==> config.mk <==
export PLATFORM = sky130hd
export DESIGN_NAME = seg7_scroll_display
export DESIGN_NICKNAME = d
export VERILOG_FILES = /design/src/rtl/seg7_pkg.sv /design/src/rtl/tick_divider.sv /design/src/rtl/seg7_scroll_display.sv
export SDC_FILE = /design/constraint.sdc
export NUM_CORES = 1
export LEC_CHECK = 0
export CORE_MARGIN = 3
export CORE_UTILIZATION = 49
export DETAILED_ROUTE_END_ITERATION = 10
export PLACE_DENSITY = 0.69
export SKIP_CTS_REPAIR_TIMING = 1
export SLEW_MARGIN = 10
export SYNTH_ARGS = -nofsm -noshare
export SYNTH_HDL_FRONTEND = slang
export SYNTH_SLANG_ARGS = --single-unit
export TNS_END_PERCENT = 10
==> constraint.sdc <==
create_clock -name clk -period 3.89 [get_ports clk]
set_input_delay 0.389 -clock clk [delete_from_list [all_inputs] [get_ports clk]]
set_output_delay 0.389 -clock clk [all_outputs]
set_load 0.03 [all_outputs]
==> src/rtl/seg7_pkg.sv <==
// Shared constants and the hex-to-segment decoder used by the scrolling display.
// Segment vectors are {g,f,e,d,c,b,a}, active-low.
package seg7_pkg;

  localparam logic [6:0] SEG7_BLANK = 7'h7F;

  function automatic logic [6:0] seg7_decode(input logic [3:0] val);
    logic [6:0] segs;
    case (val)
      4'h0:    segs = 7'h40;
      4'h1:    segs = 7'h79;
      4'h2:    segs = 7'h24;
      4'h3:    segs = 7'h30;
      4'h4:    segs = 7'h19;
      4'h5:    segs = 7'h12;
      4'h6:    segs = 7'h02;
      4'h7:    segs = 7'h78;
      4'h8:    segs = 7'h00;
      4'h9:    segs = 7'h10;
      4'hA:    segs = 7'h08;
      4'hB:    segs = 7'h03;
      4'hC:    segs = 7'h46;
      4'hD:    segs = 7'h21;
      4'hE:    segs = 7'h06;
      default: segs = 7'h0E;
    endcase
    return segs;
  endfunction

endpackage

==> src/rtl/tick_divider.sv <==
// Free-running modulo-DIV counter; tick is high for the single cycle in which
// the count sits at DIV-1.
module tick_divider #(
  parameter int DIV = 4
) (
  input  logic clk,
  input  logic reset,
  output logic tick
);

  localparam int CW = (DIV > 1) ? $clog2(DIV) : 1;
  localparam logic [CW-1:0] LAST = CW'(DIV - 1);

  logic [CW-1:0] cnt_q, cnt_d;

  always_comb begin
    cnt_d = cnt_q + 1'b1;
    if (cnt_q == LAST) cnt_d = '0;
  end

  always_ff @(posedge clk) begin
    if (reset) cnt_q <= '0;
    else       cnt_q <= cnt_d;
  end

  assign tick = (cnt_q == LAST);

endmodule

==> src/rtl/seg7_scroll_display.sv <==
// N-digit multiplexed seven-segment driver with a rotatable view window.
// Physical slot p shows regs[(p + offset) mod NUM_DIGITS]; seg/an are registered.
module seg7_scroll_display
  import seg7_pkg::*;
#(
  parameter int NUM_DIGITS = 8,
  parameter int SEL_W      = 4,
  parameter int SCAN_DIV   = 100_000,
  parameter int SCROLL_DIV = 100_000_000
) (
  input  logic                  clk,
  input  logic                  reset,
  input  logic                  write,
  input  logic [SEL_W-1:0]      sel,
  input  logic [3:0]            num,
  input  logic                  scroll_en,
  input  logic                  direction,
  input  logic [NUM_DIGITS-1:0] blank_mask,
  output logic [6:0]            seg,
  output logic [NUM_DIGITS-1:0] an,
  output logic                  scan_tick,
  output logic                  scroll_tick
);

  localparam int IW = $clog2(NUM_DIGITS);
  localparam logic [IW-1:0] LAST_IDX = IW'(NUM_DIGITS - 1);
  localparam logic [IW:0]   NUM_W    = (IW + 1)'(NUM_DIGITS);

  logic [NUM_DIGITS-1:0][3:0] regs_q, regs_d;
  logic [IW-1:0]              scan_idx_q, scan_idx_d;
  logic [IW-1:0]              offset_q, offset_d;
  logic [6:0]                 seg_q, seg_d;
  logic [NUM_DIGITS-1:0]      an_q, an_d;
  logic [NUM_DIGITS-1:0]      wr_en;
  logic [NUM_DIGITS-1:0]      pos_hot;
  logic [IW:0]                src_sum;
  logic [IW-1:0]              src_idx;

  tick_divider #(.DIV(SCAN_DIV)) u_scan_div (
    .clk  (clk),
    .reset(reset),
    .tick (scan_tick)
  );

  tick_divider #(.DIV(SCROLL_DIV)) u_scroll_div (
    .clk  (clk),
    .reset(reset),
    .tick (scroll_tick)
  );

  // Full-width compare so out-of-range sel values match no digit.
  for (genvar gi = 0; gi < NUM_DIGITS; gi++) begin : g_digit
    assign wr_en[gi]   = write && ({1'b0, sel} == (SEL_W + 1)'(gi));
    assign pos_hot[gi] = (scan_idx_q == IW'(gi));
  end

  always_comb begin
    regs_d = regs_q;
    for (int i = 0; i < NUM_DIGITS; i++) begin
      if (wr_en[i]) regs_d[i] = num;
    end
  end

  always_comb begin
    scan_idx_d = scan_idx_q;
    if (scan_tick) scan_idx_d = (scan_idx_q == LAST_IDX) ? '0 : scan_idx_q + 1'b1;
  end

  always_comb begin
    offset_d = offset_q;
    if (scroll_tick && scroll_en) begin
      if (direction) offset_d = (offset_q == LAST_IDX) ? '0 : offset_q + 1'b1;
      else           offset_d = (offset_q == '0) ? LAST_IDX : offset_q - 1'b1;
    end
  end

  always_comb begin
    src_sum = {1'b0, scan_idx_q} + {1'b0, offset_q};
    src_idx = (src_sum >= NUM_W) ? IW'(src_sum - NUM_W) : IW'(src_sum);
    if (blank_mask[scan_idx_q]) begin
      seg_d = SEG7_BLANK;
      an_d  = '1;
    end else begin
      seg_d = seg7_decode(regs_q[src_idx]);
      an_d  = ~pos_hot;
    end
  end

  always_ff @(posedge clk) begin
    if (reset) begin
      regs_q     <= '0;
      scan_idx_q <= '0;
      offset_q   <= '0;
      seg_q      <= SEG7_BLANK;
      an_q       <= '1;
    end else begin
      regs_q     <= regs_d;
      scan_idx_q <= scan_idx_d;
      offset_q   <= offset_d;
      seg_q      <= seg_d;
      an_q       <= an_d;
    end
  end

  assign seg = seg_q;
  assign an  = an_q;

endmodule

# Yosys cells after proc, flatten, opt, wreduce, memory -nomap -nowiden
# Memory sizes are Yosys's and may differ from the RTL's. A register that Yosys moved wholly into a read port is not among the register bits.
# Cells that the tools add are included.
[word_totals]
mem_count = 1
register_bits = 90
latch_bits = 0
romBits = 112
mem_bits_rw = 0
word_cells = 66
[memory_table]
columns = ["name", "words", "width", "read_ports", "rd_ports_with_merged_regs", "wr", "line_no", "rtl"]
rows = [
  ["(no name shown)", 16, 7, 1, 1, 0, "seg7_pkg.sv:9", "case (val)"],
]
[op_classes]
eq_ne = 17
n_reduce_logical = 15
shifts = 0
order_cmp = 3
n_addsub = 7
div = 0
muxes = 9
bitwise_logic = 1
multipliers = 0
[ops]
columns = ["cell", "n"]
rows = [
  ["adder 27 x 1 -> 27 bit, second input constant", 1],
  ["== test 27 bit, second input constant", 1],
  ["adder 17 x 1 -> 17 bit, second input constant", 1],
  ["== test 17 bit, second input constant", 1],
  ["== test 4 x 3 -> 1 bit, second input constant", 4],
  ["== test 3 bit, second input constant", 5],
  ["two-way mux 3 bit", 5],
  ["binary-select mux 4 bit (select 3 bit)", 1],
  ["logical AND 1 bit", 9],
  ["== test 4 x 2 -> 1 bit, second input constant", 2],
  ["< comparator 3 x 4 -> 1 bit, second input constant", 2],
  ["inverter 8 bit", 1],
  ["adder 3 x 1 -> 3 bit, second input constant", 2],
  ["== test 3 x 2 -> 1 bit, second input constant", 2],
  ["logical NOT 3 bit", 2],
  ["OR reduction 2 bit", 3],
  ["subtractor 3 x 1 -> 3 bit, second input constant", 2],
  ["adder 3 x 3 -> 4 bit", 1],
  ["== test 4 x 1 -> 1 bit, second input constant", 1],
  ["greater-or-equal comparator 4 bit, second input constant", 1],
  ["logical NOT 4 bit", 1],
  ["two-way mux 4 bit", 1],
  ["binary-select mux 1 bit (select 3 bit)", 1],
  ["== test 3 x 1 -> 1 bit, second input constant", 1],
  ["two-way mux 1 bit", 1],
]

# Depth between registers and ports, before layout
[depth]
depth_word = 5
ltp_mapped = 10

# Hierarchy
# A second synthesis with hierarchy kept.
[unflattened]
cells_unflattened = 486
area_unflattened_um2 = 4729.5
[modules_own_cells]
columns = ["module", "cells_per_inst", "instances", "seq_area_each_um2", "area_per_inst_um2"]
rows = [
  ["seg7_scroll_display", 249, 1, 1061.0, 2621.3],
  ["tick_divider (u_scroll_div)", 149, 1, 540.5, 1311.3],
  ["tick_divider (u_scan_div)", 88, 1, 340.3, 797.0],
]

# Worst setup path before layout
# Ideal clock, no wire load.
[synth_path]
path_kind = "reg2reg"
from = "reg scan_idx_q[0]"
to = "reg seg_q[3] (netlist: seg[3])"
stages_incl_launch_ff = 11
required_ps = 3761
path_buffers = 1
setup_time_ps = 129
path_slack_ps = 1124
arrival_ps = 2637
cell_sequence = "dfxtp_1 ha_1 fa_1 buf_1 mux4_2 mux2i_1 inv_1 ha_1 and2b_1 a211oi_1 o21ai_1"
[synth_via]
elab_chain_cells = 5
elab_cells_between_ends = 9
[synth_lines]
columns = ["element", "line_no", "rtl"]
rows = [
  ["start: declaration", "seg7_scroll_display.sv:30", "logic [IW-1:0] scan_idx_q, scan_idx_d;"],
  ["start signal: assignment", "seg7_scroll_display.sv:98", "scan_idx_q <= scan_idx_d;"],
  ["adder 3 x 3 -> 4 bit", "seg7_scroll_display.sv:78", "src_sum = {1'b0, scan_idx_q} + {1'b0, offset_q};"],
  ["greater-or-equal comparator 4 bit / subtractor 3 x 1 -> 3 bit (equally long branches)", "seg7_scroll_display.sv:79", "src_idx = (src_sum >= NUM_W) ? IW'(src_sum - NUM_W) : IW'(src_sum);"],
  ["two-way mux 3 bit", "seg7_scroll_display.sv:79", ""],
  ["binary-select mux 4 bit (select 3 bit)", "seg7_scroll_display.sv:84", "seg_d = seg7_decode(regs_q[src_idx]);"],
  ["two-way mux 4 bit (not written as such)", "seg7_scroll_display.sv:84", ""],
  ["end: declaration", "seg7_scroll_display.sv:32", "logic [6:0] seg_q, seg_d;"],
]
# Several ways; a longest one is shown, not always the timed one. The select of a mux whose other input is x is not followed.
# A chain may end at the register's enable or synchronous reset.

# Worst setup path after layout
# Ends and elaborated chain as after synthesis.

==> results <==
- The final-report hold violation count is 0.
- The global-route congestion overflow total is 0.
- The clock reaches the later pin of the worst-skew pair after 0.36 ns.
- At the worst endpoint, the required time is 4.13 ns.
- The type of the worst setup path is flop to flop.
- The logic gate share of total power is 0.055.
- The most prevalent standard cell on the critical path is ha_1.
- Data on the critical path arrives at its endpoint at 3.32 ns.
- Before CTS, the worst setup slack after placement is 0.8167 ns.
- The count of clock tree sinks is 97.
- The global routing usage summed across all routing layers is 0.1751.
- Routability-driven placement finished with a final weighted congestion of between 0.8 and 0.9.
- At the pin with the least slew margin, the transition time is roughly 0.64 ns.
- STA classifies the critical path startpoint as a flop.
- The unique cell type count in the Yosys netlist is 57.
- For this run, the slowest stage of the critical path takes 0.71 ns.
- Clock-pin slew was measured on the worst setup and hold paths at 0.10 ns.
- The reported leakage power is 2.044 nW.
- Setup repair after global routing left no endpoint under its margin.
- The biggest area contributor in the post-synthesis netlist is dfxtp_1.
- The remaining antenna violation count is 0.
- The number of antenna diodes in the final layout is 0.
- The setup-violating endpoint count in the final report is 0.
- The detailed router placed 3253 vias in this run.
- The internal portion of the total power is 1.438 mW.
- Of the post-synthesis cell area, the dominant cell type holds 0.4249.
- The total wire length after detailed routing is around 8.4 mm.
- The share of total power dissipated in sequential elements is 0.548.
- The first-pass GRT wire length is 14.75 mm.
- Counting the fill cells in the layout gives approximately 770.
- The die is 102.6 µm wide.
- The capturing element type of the critical path is a flop.
- The die covers between 10000 and 15000 µm².
- By instance count, the leading cell after synthesis is dfxtp_1.
- The worst max-slew margin expressed relative to the limit is 0.5711.
- The worst hold path belongs to the class flop to flop.
- By count the netlist is led by dfxtp_1, nor2_1, mux2i_1.
- The number of port buffers is 37.
- After synthesis the cells add up to 4571 µm².
- The maximum clock path buffer count is 2.
- The fraction of the cycle the final worst path needs is 0.7930.
- The number of iterations in the first detailed-routing pass is 5.
- Of the total power, the share spent switching nets is 0.2243.
- The area of the placeable core is slightly below 9000 µm².
- For this design, the slowest cell found on the critical path is fa_1.
- Setup slack on the critical path of the routed design comes to 0.8050 ns.
- The net switching power is between 400 and 500 µW.
- The share of the Yosys chip area taken by registers is 0.4249.
- The tree is rooted in a clkbuf_8.
- After detailed routing, the number of remaining DRC violations is 0.
- Power spread over the standard cell area amounts to 356.7 nW/µm².
- After synthesis, the cell types taking the most area are dfxtp_1, mux2i_1, nor2_1, xor2_1, ha_1.
- After synthesis the netlist holds a flip-flop and latch count of 97.
- The starting utilization of the core area is 0.5141.
- Traced cell by cell, the critical path runs through ha_1, fa_1, mux4_2, mux2i_1, inv_1, ha_1, and2b_1, a211oi_1, o21ai_1.
- The worst path in the final design needs a cycle of a little over 3 ns, including I/O delays and setup.
- After detailed routing, the average wire length per cell comes to 13.96 µm.
- Compared with the post-synthesis result, the final layout area differs by 13.69%.
- The fmax is about 320 MHz.
- The fraction of synthesis flops using an asynchronous set or reset pin is 0.
- The worst-case vdd ir drop is 214.3 µV.
- The count of flip-flops with a built-in enable after synthesis is 0.
- The count of standard-cell rows is 34.
- Across the run, the number of max-cap violations was 0.
- The post-synthesis area per instance is 9.851 µm².
- The net count of the mapped netlist is 505.
- The final HPWL from detailed placement is roughly 6 mm.
- TritonCTS built the clock tree.
- In the routed layout, each cell is associated on average with a via count of 5.395.
- The initial antenna violation count came to 0.
- The count of pins over their slew limit is 0.
- The sum of negative setup slack is 0 ns.
- The number of warning messages in the yosys log is 0.
- The relative contribution of the clock network to total power is 0.398.
- For this design the top-level I/O count stands at 38.
- The layout cell share with drive strength beyond 1 is 0.08283.
- The pin count of the biggest net entering global routing is 39.
- The clock skew after layout is 0.01357 ns.
- At the end of the flow, the number of nets in the layout was 531.
- Of all nets on the critical path, the largest fanout is 9.
- The die extent in y is 102.6 µm.
- In the synthesized netlist, the number of instances is 464.
- The via count of the first global-routing pass was 3213.
- The maximum level of the CTS H-tree is 3.
- For this block, the initial DRC count from the detailed router was approximately 110.
- Buffers inserted during clock tree synthesis total 9.
- The most instantiated flip-flop cell in the synthesis netlist is dfxtp_1.
- The run finished with clean final reports.
-- critical path, delay by kind of cell, from the launching register on --
family | cells | cell delay, ns
multiplexers | 2 | 0.67
AND/OR/NAND/NOR | 1 | 0.17
buffers and inverters | 1 | 0.17
adder cells (fa/ha/maj) | 3 | 1.26
flip-flops | 1 | 0.42
AO/OA/AOI/OAI | 2 | 0.28
-- per-stage QoR --
| step | hold WS, ns | util | power, mW | instance area [µm²] | instances |
|---|---|---|---|---|---|
| 2_1_floorplan | 0.4175 | - | 1.101 | 4571 | 464 |
| 3_3_place_gp | 0.4337 | 0.5590 | 1.138 | 4970 | 587 |
| 3_5_place_dp | 0.4456 | 0.5590 | 1.140 | 4970 | 587 |
| 4_1_cts | 0.4730 | 0.5844 | 1.869 | 5196 | 603 |
| 5_1_grt | 0.4861 | 0.5844 | 1.918 | 5196 | 603 |
| 6_report | 0.4676 | 0.5844 | 1.854 | 5196 | 603 |
-- registers in the layout, indices dropped and copies added (netlist names) --
register / cells
regs_q: 32
seg: 7
scan_idx_q: 3
u_scroll_div.cnt_q: 27
u_scan_div.cnt_q: 17
offset_q: 3
an: 8
-- layer usage --
layer | GRT usage | wire (µm) | up-vias
met1 | 0.2406 | 4140 | 1547
met2 | 0.2781 | 3849 | 59
met3 | 0.02977 | 303 | 10
met4 | 0.06357 | 122 | 0
li1 | - | - | 1637
met5 | 0 | 0 | -
-- path summary, 6_finish.rpt --
kind / slack [ns] / start / depth (start not counted) / endpoint
max: 0.81 / scan_idx_q[0] / 9 / seg[3]
min: 0.47 / u_scan_div.cnt_q[0] / 1 / u_scan_div.cnt_q[0]
max reg2reg: 0.81 / scan_idx_q[0] / 9 / seg[3]
min reg2reg: 0.47 / u_scan_div.cnt_q[0] / 1 / u_scan_div.cnt_q[0]
-- layout by cell type, fill, tap and decap left out, drive strengths merged, types with 5 or more instances in the layout --
cell type,netlist,routed
nand4,8,8
inv,16,18
ha,19,19
xnor2,13,13
mux4,9,9
mux2i,41,41
nor3,5,5
dfxtp,97,97
clkbuf,16,11
clkdlybuf4s50,0,37
nand3,26,26
nand2,25,25
and3,9,9
nor2,87,87
nor4,5,5
xor2,28,28
-- cell type report --
cell class | count | area [µm²] | area share
multi-input cells | 328 | 2455 | 0.4724
well taps | 108 | 135.1 | 0.02601
flip-flops and latches | 97 | 1942 | 0.3737
clock buffers | 11 | 141.4 | 0.02721
clock inverters | 5 | 85.08 | 0.01637
inverters | 16 | 60.06 | 0.01156
repair buffers | 38 | 377.9 | 0.07272
-- power by group through the flow --
stage | registers [mW] | logic [mW] | clock network (mW)
after floorplan | 1.04 | 0.0556 | 0
after global placement | 1.04 | 0.100 | 0
after detailed placement | 1.04 | 0.101 | 0
after CTS | 1.02 | 0.102 | 0.752
after global routing | 1.02 | 0.112 | 0.788
final | 1.02 | 0.101 | 0.737
-- cells by family after synthesis --
family          share of synthesized area
simple gates                       0.2119
flops                              0.4249
mux                                0.1517
xor+xnor                          0.08377
buf+inv                           0.03805
compound gates                    0.03340
fa+ha+maj                         0.05639
Power figures use the tool's default switching activity.
